--- src/rtl/seq_timing_ctrl.sv ---
// Sequence counter / timing generator for the basic computer: SC, T0..T7 decode,
// and the S, IEN and R flip-flops. Define SEQ_SC_OVF_EN to build the sticky SC_OVF flag.
module seq_timing_ctrl #(
    parameter int SC_W     = 3,
    parameter int NUM_T    = 2 ** SC_W,
    parameter int INT_LAST = 2
) (
    input  logic             CLK,
    input  logic             RST_N,
    input  logic             START,
    input  logic             HALT,
    input  logic             SC_CLR,
    input  logic             ION,
    input  logic             IOF,
    input  logic             INT_REQ,
    output logic [SC_W-1:0]  t,
    output logic [NUM_T-1:0] T,
    output logic             S,
    output logic             IEN,
    output logic             R,
    output logic             SC_OVF
);

    localparam logic [SC_W-1:0] INT_LAST_T = SC_W'(INT_LAST);

    logic [SC_W-1:0] sc_q, sc_d;
    logic            s_q, s_d;
    logic            ien_q, ien_d;
    logic            r_q, r_d;
    logic            int_done;
    logic            clr_blocked;
    logic            sc_clr_ok;
    logic            r_set;

    // NOTE: every signal written here gets a default first, so no path leaves it unassigned and no latch is inferred.
    always_comb begin
        s_d   = s_q;
        sc_d  = sc_q;
        ien_d = ien_q;
        r_d   = r_q;

        // The last interrupt-cycle step always completes; SC_CLR cannot cut it short.
        int_done    = s_q && r_q && (sc_q == INT_LAST_T);
        clr_blocked = r_q && (sc_q < INT_LAST_T);
        sc_clr_ok   = SC_CLR && !clr_blocked;
        r_set       = s_q && (sc_q > INT_LAST_T) && ien_q && INT_REQ;

        if (HALT) begin
            s_d = 1'b0;
        end else if (START) begin
            s_d = 1'b1;
        end

        if (!s_q) begin
            if (SC_CLR) begin
                sc_d = '0;
            end
        end else if (int_done) begin
            sc_d = '0;
        end else if (sc_clr_ok) begin
            sc_d = '0;
        end else begin
            sc_d = sc_q + 1'b1;
        end

        if (int_done) begin
            r_d = 1'b0;
        end else if (r_set) begin
            r_d = 1'b1;
        end

        if (int_done) begin
            ien_d = 1'b0;
        end else if (IOF) begin
            ien_d = 1'b0;
        end else if (ION) begin
            ien_d = 1'b1;
        end
    end

    // NOTE: state registers use non-blocking assignments so every flop samples pre-edge values.
    always_ff @(posedge CLK or negedge RST_N) begin
        if (!RST_N) begin
            sc_q  <= '0;
            s_q   <= 1'b0;
            ien_q <= 1'b0;
            r_q   <= 1'b0;
        end else begin
            sc_q  <= sc_d;
            s_q   <= s_d;
            ien_q <= ien_d;
            r_q   <= r_d;
        end
    end

    // Strobes are a pure decode of registered state: no extra cycle of latency.
    always_comb begin
        T = '0;
        if (s_q) begin
            T[sc_q] = 1'b1;
        end
    end

`ifdef SEQ_SC_OVF_EN
    logic ovf_q;
    logic sc_wrap;

    // Only a wrap by increment counts; any clear path to 0 is a legitimate end of sequence.
    assign sc_wrap = s_q && !int_done && !sc_clr_ok && (sc_q == '1);

    always_ff @(posedge CLK or negedge RST_N) begin
        if (!RST_N) begin
            ovf_q <= 1'b0;
        end else if (sc_wrap) begin
            ovf_q <= 1'b1;
        end
    end

    assign SC_OVF = ovf_q;
`else
    assign SC_OVF = 1'b0;
`endif

    assign t   = sc_q;
    assign S   = s_q;
    assign IEN = ien_q;
    assign R   = r_q;

endmodule

--- config.mk ---
export PLATFORM = sky130hd
export DESIGN_NAME = seq_timing_ctrl
export DESIGN_NICKNAME = d
export VERILOG_FILES = /design/src/rtl/seq_timing_ctrl.sv
export SDC_FILE = /design/constraint.sdc
export NUM_CORES = 1
export LEC_CHECK = 0
export CORE_AREA = 3 3 40 42
export DETAILED_ROUTE_END_ITERATION = 6
export DIE_AREA = 0 0 43 45
export GPL_ROUTABILITY_DRIVEN = 1
export PLACE_DENSITY = 0.7
export REMOVE_ABC_BUFFERS = 1
export SETUP_SLACK_MARGIN = 0.5
export SLEW_MARGIN = 10
export SYNTH_ARGS = -nofsm -noshare
export SYNTH_HDL_FRONTEND = slang
export SYNTH_SLANG_ARGS = --single-unit
export TNS_END_PERCENT = 1
--- constraint.sdc ---
create_clock -name CLK -period 1.75 [get_ports CLK]
set_clock_uncertainty 0.2 [all_clocks]
set_input_delay 0.35 -clock CLK [delete_from_list [all_inputs] [get_ports CLK]]
set_output_delay 0.35 -clock CLK [all_outputs]
set_load 0.02 [all_outputs]
# After elaboration in Yosys (flattened, before gate mapping)
# Cells that the tools add are included.
classes:
  eq_ne: 1
  n_reduce_logical: 13
  mux: 14
  add_sub_neg: 1
  magnitude_cmp: 4
op_table:
  columns: ["op", "count"]
  rows:
  - ["3-bit 2-to-1 mux", 4]
  - ["1-bit logical AND", 8]
  - ["1-bit 2-to-1 mux", 8]
  - ["8-bit 2-to-1 mux", 1]
  - ["2-bit nonzero test", 3]
  - ["3-bit by 4-bit less-than comparator with 1-bit output, second input constant", 1]
  - ["3-bit by 1-bit adder with 3-bit output, second input constant", 1]
  - ["1-bit demux with 3-bit select", 1]
  - ["3-bit by 2-bit equality test with 1-bit output, second input constant", 1]
  - ["3-bit by 1-bit >= comparator with 1-bit output, second input constant", 1]
  - ["3-bit by 2-bit greater-than comparator with 1-bit output, second input constant", 1]
  - ["3-bit by 2-bit less-than comparator with 1-bit output, second input constant", 1]
  - ["3-bit nonzero test", 1]
  - ["1-bit zero test", 1]
totals:
  inputBits: 8
  output_inout_bits: 15
  ff_bits: 6
  wordCells: 37

# Depth between registers and ports, before layout
logic_depth:
  depth_word: 7
  depth_mapped: 5
  ltp_nobuf: 5

# Least setup slack after synthesis
# OpenSTA, ideal clock, no wires.
synth_timing:
  path_kind: "reg-to-output"
  start: "reg s_q (netlist: S)"
  end: "out T[0]"
  required_time_ns: 1.200
  arrival_time_ns: 1.193
  path_stages_with_launch: 4
  n_path_buf: 1
  setup_slack_ns: 0.007
  path_cell_list: "dfrtp_1 > buf_4 > nand2_1 > nor3_1"
synth_between:
  elab_chain_cells: 1
synth_lines:
  columns: ["item", "line_no", "rtl"]
  rows:
  - ["from (decl)", "27", "logic s_q, s_d;"]
  - ["from (signal assigned)", "85", "s_q <= 1'b0;"]
  - ["from (signal assigned)", "90", "s_q <= s_d;"]
  - ["8-bit 2-to-1 mux", "99", "if (s_q) begin"]
  - ["to (decl)", "17", "output logic [NUM_T-1:0] T,"]
# No other way between the ends.

# Worst setup path in the final report
layout_timing:
  start: "reg sc_q[2] (netlist: t[2])"
  end: "out T[2]"
layout_between:
  elab_chain_cells: 5
  word_cells_on_any_way: 6
  classes_between: "order compare (2); mux (3); reduce/logical (1)"
layout_lines:
  columns: ["item", "line_no", "rtl"]
  rows:
  - ["from (decl)", "26", "logic [SC_W-1:0] sc_q, sc_d;"]
  - ["from (signal assigned)", "84", "sc_q <= '0;"]
  - ["from (signal assigned)", "89", "sc_q <= sc_d;"]
  - ["3-bit by 4-bit less-than comparator with 1-bit output (implied by the code) / 3-bit by 1-bit >= comparator with 1-bit output (equally long branches)", "100", "T[sc_q] = 1'b1;"]
  - ["1-bit logical AND (implied by the code)", "100", null]
  - ["1-bit 2-to-1 mux (implied by the code)", "100", null]
  - ["1-bit demux with 3-bit select (*)", "100", null]
  - ["8-bit 2-to-1 mux (*)", "99", null]
# Mark *: on every way between the ends. The rest lies on a longest branch, timed or not.

==> flow_summary.ini <==
[outcome]
status = finished, final reports clean

[yosys]
synth_common_cells = nor2_1 (13), nand2_1 (7), dfrtp_1 (6), buf_4 (3), nand2b_1 (3)
synth_area_um2 = 412
synthesis.area_per_instance_um2 = 8.07
synth_cell_types = 21
synth_edf_count = 0
ys.flop_type = dfrtp_1
synth_most_common_cell = nor2_1
synth-seq-cells = 6
netlist_top_cells_area = dfrtp_1 (36%), nor2_1 (12%), nand2_1 (6.4%)
synth_seq_area_share_pct = 36.5
yosys.area.top_type = dfrtp_1
synthCells = 51
yosys_warnings = 0
yosysTopAreaCellShare_pct = 36.5
synth-async-reset-ratio_pct = 100

[die]
die_w_um = 43
initial_core_util_pct = 32.0
dieArea_um2 = 1940
num_io_pins = 23
core-area_um2 = 1280
die_h_um = 45
fp-row-count = 13

[global_routing]
grt_pass1_wl_um = 1830
grt-ovfl-total = 0
antenna_found_initial = 0
grt_pass1_vias = 434
grt.total_usage_pct = 13.1
grt_max_degree = 10

[critical_path]
cp_max_fo = 6
crit_chain = nand2b_4, nor2_1, buf_4
end_kind = primary output
startpoint_type = flop
critPathKind = flop to primary output
reg2reg_slack_ns = 0.19
worstPathArrival_ns = 1.11
cpPeakStageDelay_ns = 0.46
slowest_stage = dfrtp_2
critPathRequiredTime_ns = 1.20

[detailed_routing]
dr.first_iter.drc_count = 9
antenna_left = 0
wl_um = 1080
wl_per_cell_um = 11.5
firstDrtPassIters = 4
drc = 0
avgViaCountPerCell = 4.79
vias = 450

[place]
place.gp.congestion = 0.782
place.detailed.hpwl_um = 787
numPortBuffers = 21
placed_area_um2 = 659

[timing]
finalCriticalPeriod_ns = 1.66
slew_violations = 0
grt_setup_unrepaired = yes
hold_viol_final = 0
finalCritPeriodShare_pct = 94.9
max_freq_mhz = 602
setup_viol = 0

[cts]
clk_latency_ns = 0.25
cts_buffer_depth = 2
cts_hold_buf = 0
cts_root_buf = clkbuf_4
cts.sinks = 6
h-tree-depth = 1
cts_tree = yes
numCtsBuffers = 3
clk_pin_slew_worst_paths_ns = 0.05

[layout]
multi_input_area_um2 = 259
area_growth_pct = 68.7
seqCellArea_um2 = 153
postLayoutCellArea_um2 = 694
drive_gt1_share_pct = 44.3
nFillCells = 130
num_antenna_cells = 0
fin_nets = 91

[power_and_ir_drop]
p_leak_nw = 0.335
total_power_mw = 0.401
peakVddDrop_mv = 0.324
power_density_nw_per_um2 = 577

[min_path]
hold_path.class = primary input to asynchronous set/reset pin

[flow_run]
drv_cap = 0
critical path, delay by kind of cell (launching register included):
kind	cells	cell delay, ns
AND/OR/NAND/NOR	2	0.25
flip-flops	1	0.46
buffers and inverters	1	0.15
placed cells by master, fill, tap and decap left out, drive strengths merged:
| cell | Yosys | routed |
|---|---|---|
| buf | 4 | 17 |
| nor2 | 14 | 14 |
| clkdlybuf4s50 | 0 | 7 |
| nand2 | 7 | 7 |
| dfrtp | 6 | 6 |
| clkbuf | 0 | 3 |
| dlygate4sd2 | 0 | 3 |
| nand2b | 3 | 3 |
| nor3 | 2 | 2 |
| a21oi | 2 | 2 |
| ha | 2 | 2 |
| clkdlybuf4s15 | 0 | 2 |
| o31ai | 2 | 2 |
| inv | 1 | 1 |
| a211oi | 1 | 1 |
| a2bb2oi | 1 | 1 |
| a31oi | 1 | 1 |
| a21boi | 1 | 1 |
| nor3b | 1 | 1 |
| o211ai | 1 | 1 |
| o21ai | 1 | 1 |
| conb | 1 | 1 |
routing by layer:
metal	vias to the layer above	share of wire, %	global-route usage, %
met5	-	0	0
met4	0	0	7.23
met3	0	7.4	5.18
met2	22	51	22.2
met1	203	42	13.9
li1	225	-	-
stage by stage:
stage | worst slack, ns | util (%) | hold WS [ns] | instances | setup TNS (ns)
final | 0.0892 | 54.0 | 0.140 | 94 | 0
after detailed placement | -0.142 | 51.3 | 0.358 | 90 | -0.647
after global placement | -0.120 | 51.3 | 0.362 | 90 | -0.642
after floorplan | -0.0295 | - | -0.146 | 47 | -0.0366
after CTS | 0.0957 | 53.1 | 0.144 | 94 | 0
after global routing | 0.0164 | 54.0 | 0.151 | 94 | 0
report_power, final:
group | total (mW) | switching [mW] | leakage [nW] | internal [mW]
combinational | 0.114 | 0.0569 | 0.244 | 0.0575
clock | 0.131 | 0.0534 | 0.0138 | 0.0778
sequential | 0.155 | 0.00843 | 0.0765 | 0.147
state kept, by name, indices dropped and copies added, names as in the netlist:
name / flops
IEN: 1
S: 1
t: 3
R: 1
path summary, 6_finish.rpt:
kind                            startpoint  endpoint  depth (start not counted)
worst max-delay path                  t[2]      T[2]                          3
worst min-delay path                 RST_N         R                          1
worst max register to register        t[1]      t[0]                          5
worst min register to register         IEN         R                          2
max in group asynchronous            RST_N      t[2]                          1
min in group CLK                       IEN         R                          2
cell type report:
class                           instances  area share [%]
Timing Repair Buffer                   29            34.2
Tap cell                               15            2.70
Inverter                                1           0.541
Clock buffer                            3            3.24
Sequential cell                         6            22.0
Multi-Input combinational cell         40            37.3
kinds of logic after synthesis:
group,count (synthesis),synth area share (%)
AO/OA/AOI/OAI,10,17.6
adder cells (fa/ha/maj),2,6.08
buffers and inverters,5,9.12
flip-flops,6,36.5
other,1,0.911
AND/OR/NAND/NOR,27,29.8
timing repair:
action / in CTS / in global routing
endpoints found under the hold margin: 0 / 0
endpoints found under the setup margin: 19 / 19
pin swaps: 1 / 0
gates resized for setup: 58 / 4
cloned: 0 / 0
buffers inserted: 1 / 0
Note: power is estimated with default switching activity, not from simulation.
